<file path="src/rtl/ibus_stream_port.sv">
// ibus_stream_port: io-bus responder that bridges a 4-word register window to a
// pair of 16-bit stream FIFOs.
//   DATA   (offset 0) : write pushes TX FIFO, read pops RX FIFO
//   STATUS (offset 1) : {rx_empty, tx_full, rx_unf, tx_ovf, tx_count[5:0], rx_count[5:0]}
//   CLEAR  (offset 2) : write 1 to bit 0 / bit 1 clears tx_ovf / rx_unf
//   offset 3          : reserved
// Ports:
//   clk, rst (async, active high), rst_pipe (sync clear)
//   ibus_ren/ibus_radr -> ibus32_rdata/ibus_rhit, two cycles after the read strobe
//   ibus_wen/ibus_wadr/ibus32_wdata : single-cycle writes
//   tx_valid/tx_data/tx_ready : TX stream out (first-word fall-through)
//   rx_valid/rx_data/rx_ready : RX stream in
module ibus_stream_port #(
  parameter logic [17:0] BASE_ADR   = 18'h00100,
  parameter int unsigned DEPTH_LOG2 = 4
) (
  input  logic        clk,
  input  logic        rst,
  input  logic        rst_pipe,
  input  logic        ibus_ren,
  input  logic [17:0] ibus_radr,
  output logic [15:0] ibus32_rdata,
  output logic        ibus_rhit,
  input  logic        ibus_wen,
  input  logic [17:0] ibus_wadr,
  input  logic [15:0] ibus32_wdata,
  output logic        tx_valid,
  output logic [15:0] tx_data,
  input  logic        tx_ready,
  input  logic        rx_valid,
  input  logic [15:0] rx_data,
  output logic        rx_ready
);

  localparam int unsigned Depth = 1 << DEPTH_LOG2;
  localparam int unsigned CntW  = DEPTH_LOG2 + 1;

  typedef logic [DEPTH_LOG2-1:0] ptr_t;
  typedef logic [CntW-1:0]       cnt_t;

  localparam cnt_t DepthCnt = cnt_t'(Depth);

  // State
  ptr_t        tx_wptr_q, tx_wptr_d, tx_rptr_q, tx_rptr_d;
  ptr_t        rx_wptr_q, rx_wptr_d, rx_rptr_q, rx_rptr_d;
  cnt_t        tx_cnt_q, tx_cnt_d, rx_cnt_q, rx_cnt_d;
  logic        tx_ovf_q, tx_ovf_d, rx_unf_q, rx_unf_d;
  logic        s1_vld_q, s1_vld_d, out_vld_q, out_vld_d;
  logic [15:0] s1_data_q, s1_data_d, out_data_q, out_data_d;

  logic [15:0] tx_mem_q [Depth];
  logic [15:0] rx_mem_q [Depth];

  // Decode
  logic        rd_hit, wr_hit;
  logic [1:0]  rd_off, wr_off;
  logic        tx_full, tx_empty, rx_full, rx_empty;
  logic        tx_push, tx_pop, rx_push, rx_pop;
  logic        ovf_set, unf_set, clr_write;
  logic [15:0] status, rd_sel;

  assign rd_hit = ibus_ren && (ibus_radr[17:2] == BASE_ADR[17:2]);
  assign wr_hit = ibus_wen && (ibus_wadr[17:2] == BASE_ADR[17:2]);
  assign rd_off = ibus_radr[1:0];
  assign wr_off = ibus_wadr[1:0];

  assign tx_full  = (tx_cnt_q == DepthCnt);
  assign tx_empty = (tx_cnt_q == '0);
  assign rx_full  = (rx_cnt_q == DepthCnt);
  assign rx_empty = (rx_cnt_q == '0);

  // Full/empty judged on registered counts only: no same-cycle bypass either way.
  assign tx_pop    = !tx_empty && tx_ready;
  assign tx_push   = wr_hit && (wr_off == 2'd0) && !tx_full;
  assign ovf_set   = wr_hit && (wr_off == 2'd0) && tx_full;
  assign rx_push   = rx_valid && !rx_full;
  assign rx_pop    = rd_hit && (rd_off == 2'd0) && !rx_empty;
  assign unf_set   = rd_hit && (rd_off == 2'd0) && rx_empty;
  assign clr_write = wr_hit && (wr_off == 2'd2);

  assign status = {rx_empty, tx_full, rx_unf_q, tx_ovf_q, 6'(tx_cnt_q), 6'(rx_cnt_q)};

  always_comb begin
    rd_sel = '0;
    unique case (rd_off)
      2'd0:    rd_sel = rx_empty ? 16'h0000 : rx_mem_q[rx_rptr_q];
      2'd1:    rd_sel = status;
      default: rd_sel = '0;
    endcase
  end

  always_comb begin
    tx_wptr_d  = tx_push ? tx_wptr_q + ptr_t'(1) : tx_wptr_q;
    tx_rptr_d  = tx_pop  ? tx_rptr_q + ptr_t'(1) : tx_rptr_q;
    rx_wptr_d  = rx_push ? rx_wptr_q + ptr_t'(1) : rx_wptr_q;
    rx_rptr_d  = rx_pop  ? rx_rptr_q + ptr_t'(1) : rx_rptr_q;
    tx_cnt_d   = tx_cnt_q + cnt_t'(tx_push) - cnt_t'(tx_pop);
    rx_cnt_d   = rx_cnt_q + cnt_t'(rx_push) - cnt_t'(rx_pop);
    // A new event in the same cycle as a CLEAR write keeps the flag set.
    tx_ovf_d   = (tx_ovf_q && !(clr_write && ibus32_wdata[0])) || ovf_set;
    rx_unf_d   = (rx_unf_q && !(clr_write && ibus32_wdata[1])) || unf_set;
    s1_vld_d   = rd_hit;
    s1_data_d  = rd_hit ? rd_sel : 16'h0000;
    out_vld_d  = s1_vld_q;
    out_data_d = s1_data_q;
  end

  always_ff @(posedge clk or posedge rst) begin
    if (rst) begin
      tx_wptr_q  <= '0;
      tx_rptr_q  <= '0;
      rx_wptr_q  <= '0;
      rx_rptr_q  <= '0;
      tx_cnt_q   <= '0;
      rx_cnt_q   <= '0;
      tx_ovf_q   <= 1'b0;
      rx_unf_q   <= 1'b0;
      s1_vld_q   <= 1'b0;
      s1_data_q  <= '0;
      out_vld_q  <= 1'b0;
      out_data_q <= '0;
    end else if (rst_pipe) begin
      tx_wptr_q  <= '0;
      tx_rptr_q  <= '0;
      rx_wptr_q  <= '0;
      rx_rptr_q  <= '0;
      tx_cnt_q   <= '0;
      rx_cnt_q   <= '0;
      tx_ovf_q   <= 1'b0;
      rx_unf_q   <= 1'b0;
      s1_vld_q   <= 1'b0;
      s1_data_q  <= '0;
      out_vld_q  <= 1'b0;
      out_data_q <= '0;
    end else begin
      tx_wptr_q  <= tx_wptr_d;
      tx_rptr_q  <= tx_rptr_d;
      rx_wptr_q  <= rx_wptr_d;
      rx_rptr_q  <= rx_rptr_d;
      tx_cnt_q   <= tx_cnt_d;
      rx_cnt_q   <= rx_cnt_d;
      tx_ovf_q   <= tx_ovf_d;
      rx_unf_q   <= rx_unf_d;
      s1_vld_q   <= s1_vld_d;
      s1_data_q  <= s1_data_d;
      out_vld_q  <= out_vld_d;
      out_data_q <= out_data_d;
    end
  end

  // FIFO storage needs no reset: content is only observed behind a non-zero count.
  always_ff @(posedge clk) begin
    if (tx_push) tx_mem_q[tx_wptr_q] <= ibus32_wdata;
    if (rx_push) rx_mem_q[rx_wptr_q] <= rx_data;
  end

  assign ibus32_rdata = out_data_q;
  assign ibus_rhit    = out_vld_q;
  assign tx_valid     = !tx_empty;
  assign tx_data      = tx_empty ? 16'h0000 : tx_mem_q[tx_rptr_q];
  assign rx_ready     = !rx_full;

endmodule

</file>
<file path="config.mk">
export PLATFORM = sky130hd
export DESIGN_NAME = ibus_stream_port
export DESIGN_NICKNAME = d
export VERILOG_FILES = /design/src/rtl/ibus_stream_port.sv
export SDC_FILE = /design/constraint.sdc
export NUM_CORES = 1
export LEC_CHECK = 0
export CAP_MARGIN = 20
export CORE_UTILIZATION = 30
export DETAILED_ROUTE_END_ITERATION = 8
export GPL_ROUTABILITY_DRIVEN = 1
export SLEW_MARGIN = 20
export SYNTH_ARGS = -nofsm -noshare
export SYNTH_HDL_FRONTEND = slang
export SYNTH_SLANG_ARGS = --single-unit
</file>
<file path="constraint.sdc">
create_clock -name clk -period 4.7 [get_ports clk]
set_input_delay 0.94 -clock clk [delete_from_list [all_inputs] [get_ports clk]]
set_output_delay 0.94 -clock clk [all_outputs]
set_load 0.01 [all_outputs]
</file>
==> impl_results.md <==
- Hold_ws: 442 ps
- Buffers & Inverters on Critical Path: 2
- Fin worst setup slack: 431 ps
- Startpoint Class: flip-flop
- # diodes: 0
- Commonest cells after routing, fill and taps aside: edfxtp_1, mux4_2, clkdlybuf4s50_1, clkbuf_16, dfrtp_1
- Worst R2R Path Depth: 13
- Startpoint of the worst register-to-register path: rx_cnt_q[3]$_DFF_PP0_
- Slew @ Worst Pin: 871 ps
- Placed cells: 2170
- Hold buffers post-CTS: 0
- Hold_sp: out_data_d[12]$_DFF_PP0_
- Worst-path fanout max: 19
- Register area share after synthesis: between 70% and 80%
- Number of synthesized register bits: 574
- Mapped Area: 22600 um2
- Max rail drop VDD: 325 uV
- Number of max-cap violations: 0
- Initial Util: a little under a third
- Post-synth top flop: edfxtp_1
- Drt pass-1 iters: 4
- CTS tree: yes
- Post-CTS Setup Bufs: 0
- Die Width: 277 um
- Utilization after layout: 36.2%
- Max clock buf depth: 3
- Outcome: completed
- Worst-path clk slew: 60 ps
- Final Setup Violations: 0
- Area grow syn2layout: 19.3%
- Skew final: roughly 26 ps
- CTS buffer count: 58
- DRC errors left: 0
- Routed length per instance: 22.3 um
- Netlist cell types: 54
- CTS root buf: clkbuf_16
- Syn Inst Count: 1096
- Initial drt markers: 857
- TNS Setup: 0 ps
- Rel. slew slack: 41.7%
- DR vias: between 10000 and 15000
- H-tree level count: 2
- Fin crit share: 90.8%
- Slowest stage delay, CP: 570 ps
- Synth area leaders: edfxtp_1, mux4_2, dfrtp_1
- Post-CTS Resized: 0
- Finished Layout Cells: 2278
- CP Cell Sequence: buf_4 -> mux4_2 -> mux4_2 -> and2_1 -> clkdlybuf4s50_1
- Crit Path Class: reg -> out
- DP Worst Slack: 676 ps
- Vias in the first global route: between 10000 and 15000
- YS warnings: 0
- Nets: 1360
- CP required: approximately 3800 ps
- Largest net degree at the start of global routing: 52
- Placed Area: 25100 um2
- Pleak: 8.66 nW
- Final Hold Viols: 0
- Pwr Total: 11.8 mW
- Number of routed nets with antenna violations: 0
- Clk_lat worst skew: between 600 and 700 ps
- Hold depth: 1
- Max frequency: approximately 0.23 GHz
- Layout cells sized above 1: 23.2%
- Syn_area_per_cell: 20.6 um2
- I/O Buffers: approximately 110
- Final instance area: 27000 um2
- Most used cell, CP: mux4_2
- Minimum clock period: 4270 ps
- RSZ-0062 raised after global routing: no
- Via density: 4.87
- HP Class: reg -> reg
- Share of Yosys cell area claimed by the top area cell type: 68.0%
- Slack of the worst reg-to-reg path: 1130 ps
- Cell Pwr Density: between 400 and 500 nW/um2
- Die area: between 70000 and 80000 um2
- Kind of end point of the critical path: output pin
- Final WL: 50700 um
- WHS Endpoint: ibus32_rdata[12]$_DFF_PP0_
- R2R Path End: rx_cnt_q[4]$_DFF_PP0_
- EDFF count, synth: 512
- GP Congestion: 0.745
- Die Y: 277 um
- WP data arrival: 3330 ps
- Initial antenna violation count: 1
- Rows: 100
- Most common cell after layout, fill and taps aside: edfxtp_1
- Clk sinks: 574
- GRT Util Overall: 13.3%
- Post-synth net total: roughly 1200
- Core ar.: 74600 um2
- Area leader, netlist: edfxtp_1
- Dpl hpwl: 30100 um
- Total grt overflow: 0
- Io pins: 110
- Post-synthesis async set-or-reset flop share: between 10 and 15%
- Top delay family on crit path: multiplexers
- Max-slew violations: 0
- First-pass GRT wire length: between 70000 and 80000 um
- Slowest cell on the critical path: dfrtp_4
==> sequential cells by signal, summed over array words and instances (netlist names) <==
name	flops
ibus32_rdata	16
tx_wptr_q	4
rx_wptr_q	4
tx_rptr_q	4
tx_ovf_q	1
out_data_d	16
rx_unf_q	1
tx_cnt_q	5
rx_rptr_q	4
rx_mem_q	256
rx_cnt_q	5
tx_mem_q	256
out_vld_d	1
ibus_rhit	1
==> how the worst max path moves through the flow <==
stage	from	end	slack, ps	depth (start not counted)
floorplan	ibus_wadr[3]	tx_mem_q[3][0]$_DFFE_PP_	400	6
global placement	ibus_wadr[3]	tx_cnt_q[4]$_DFF_PP0_	750	14
detailed placement	ibus_radr[10]	rx_cnt_q[4]$_DFF_PP0_	680	13
CTS	tx_rptr_q[0]$_DFFE_PP0P_	tx_data[14]	310	5
global route	tx_rptr_q[0]$_DFFE_PP0P_	tx_data[14]	280	5
finish	tx_rptr_q[0]$_DFFE_PP0P_	tx_data[14]	430	5
==> worst reg2reg max path, delay by kind of cell (launching register included) <==
| kind | cells | cell delay, ps |
|---|---|---|
| AND/OR/NAND/NOR | 4 | 1420 |
| buffers and inverters | 3 | 230 |
| AO/OA/AOI/OAI | 2 | 290 |
| flip-flops | 1 | 430 |
| adder cells (fa/ha/maj) | 4 | 1070 |
==> cell usage after synthesis, types with 2 or more instances <==
master and count:
edfxtp_1 512, o21ai_0 4, nor4b_1 5, nor4_1 10
a31o_2 2, clkbuf_1 29, nand2_1 22, or4_1 2
mux2_2 2, nor2b_1 29, a21o_1 2, buf_1 10
buf_2 12, nor3_1 5, and2_1 27, xor2_1 6
buf_6 4, a22o_1 12, or3_1 2, nand4_1 5
inv_1 31, ha_1 22, xnor2_1 4, or4_4 2
dfrtp_1 62, o21bai_1 2, nor2_1 20, a22oi_1 14
nor3b_1 4, and4b_1 8, nand3_1 35, and4_1 4
mux4_2 146, or2_2 2, buf_4 2, o311ai_0 2
fa_1 2, and3_1 4, a21oi_1 11, and4bb_1 3
==> final cells by class <==
type,instances,area [um2]
clock buffers,73,1550
clock inverters,35,297
fillers,6899,47600
inverters,31,116
multi-input cells,434,5340
flip-flops and latches,574,16900
well taps,969,1210
repair buffers,162,1530
==> logic make-up (layout without fill, tap and decap cells) <==
kind of cell               count (synthesis)  count (layout)  share of synthesized area, %
DFF                                      574             574                          74.9
and+or+nand+nor                          197             197                          5.27
muxes                                    149             149                          14.7
buffers and inverters                     88             301                          1.69
AOI/OAI and AO/OA                         54              54                          1.71
adders and majority gates                 24              24                          1.39
xor gates and xnor gates                  10              10                         0.387
==> metal layers <==
| metal | vias to the layer above | part of all wire, % | track usage [%] |
|---|---|---|---|
| met5 | - | 0.014 | 0 |
| met4 | 2 | 2.2 | 3.65 |
| met3 | 81 | 4.4 | 2.06 |
| met2 | 264 | 51 | 22.9 |
| met1 | 5930 | 42 | 17.4 |
| li1 | 4814 | - | - |
==> power breakdown <==
group	leakage (nW)	switching [mW]	internal [mW]
combinational	2.30	0.775	0.850
clock	0.893	1.93	2.50
sequential	5.46	0.106	5.67
Note: power is estimated with default switching activity, not from simulation.
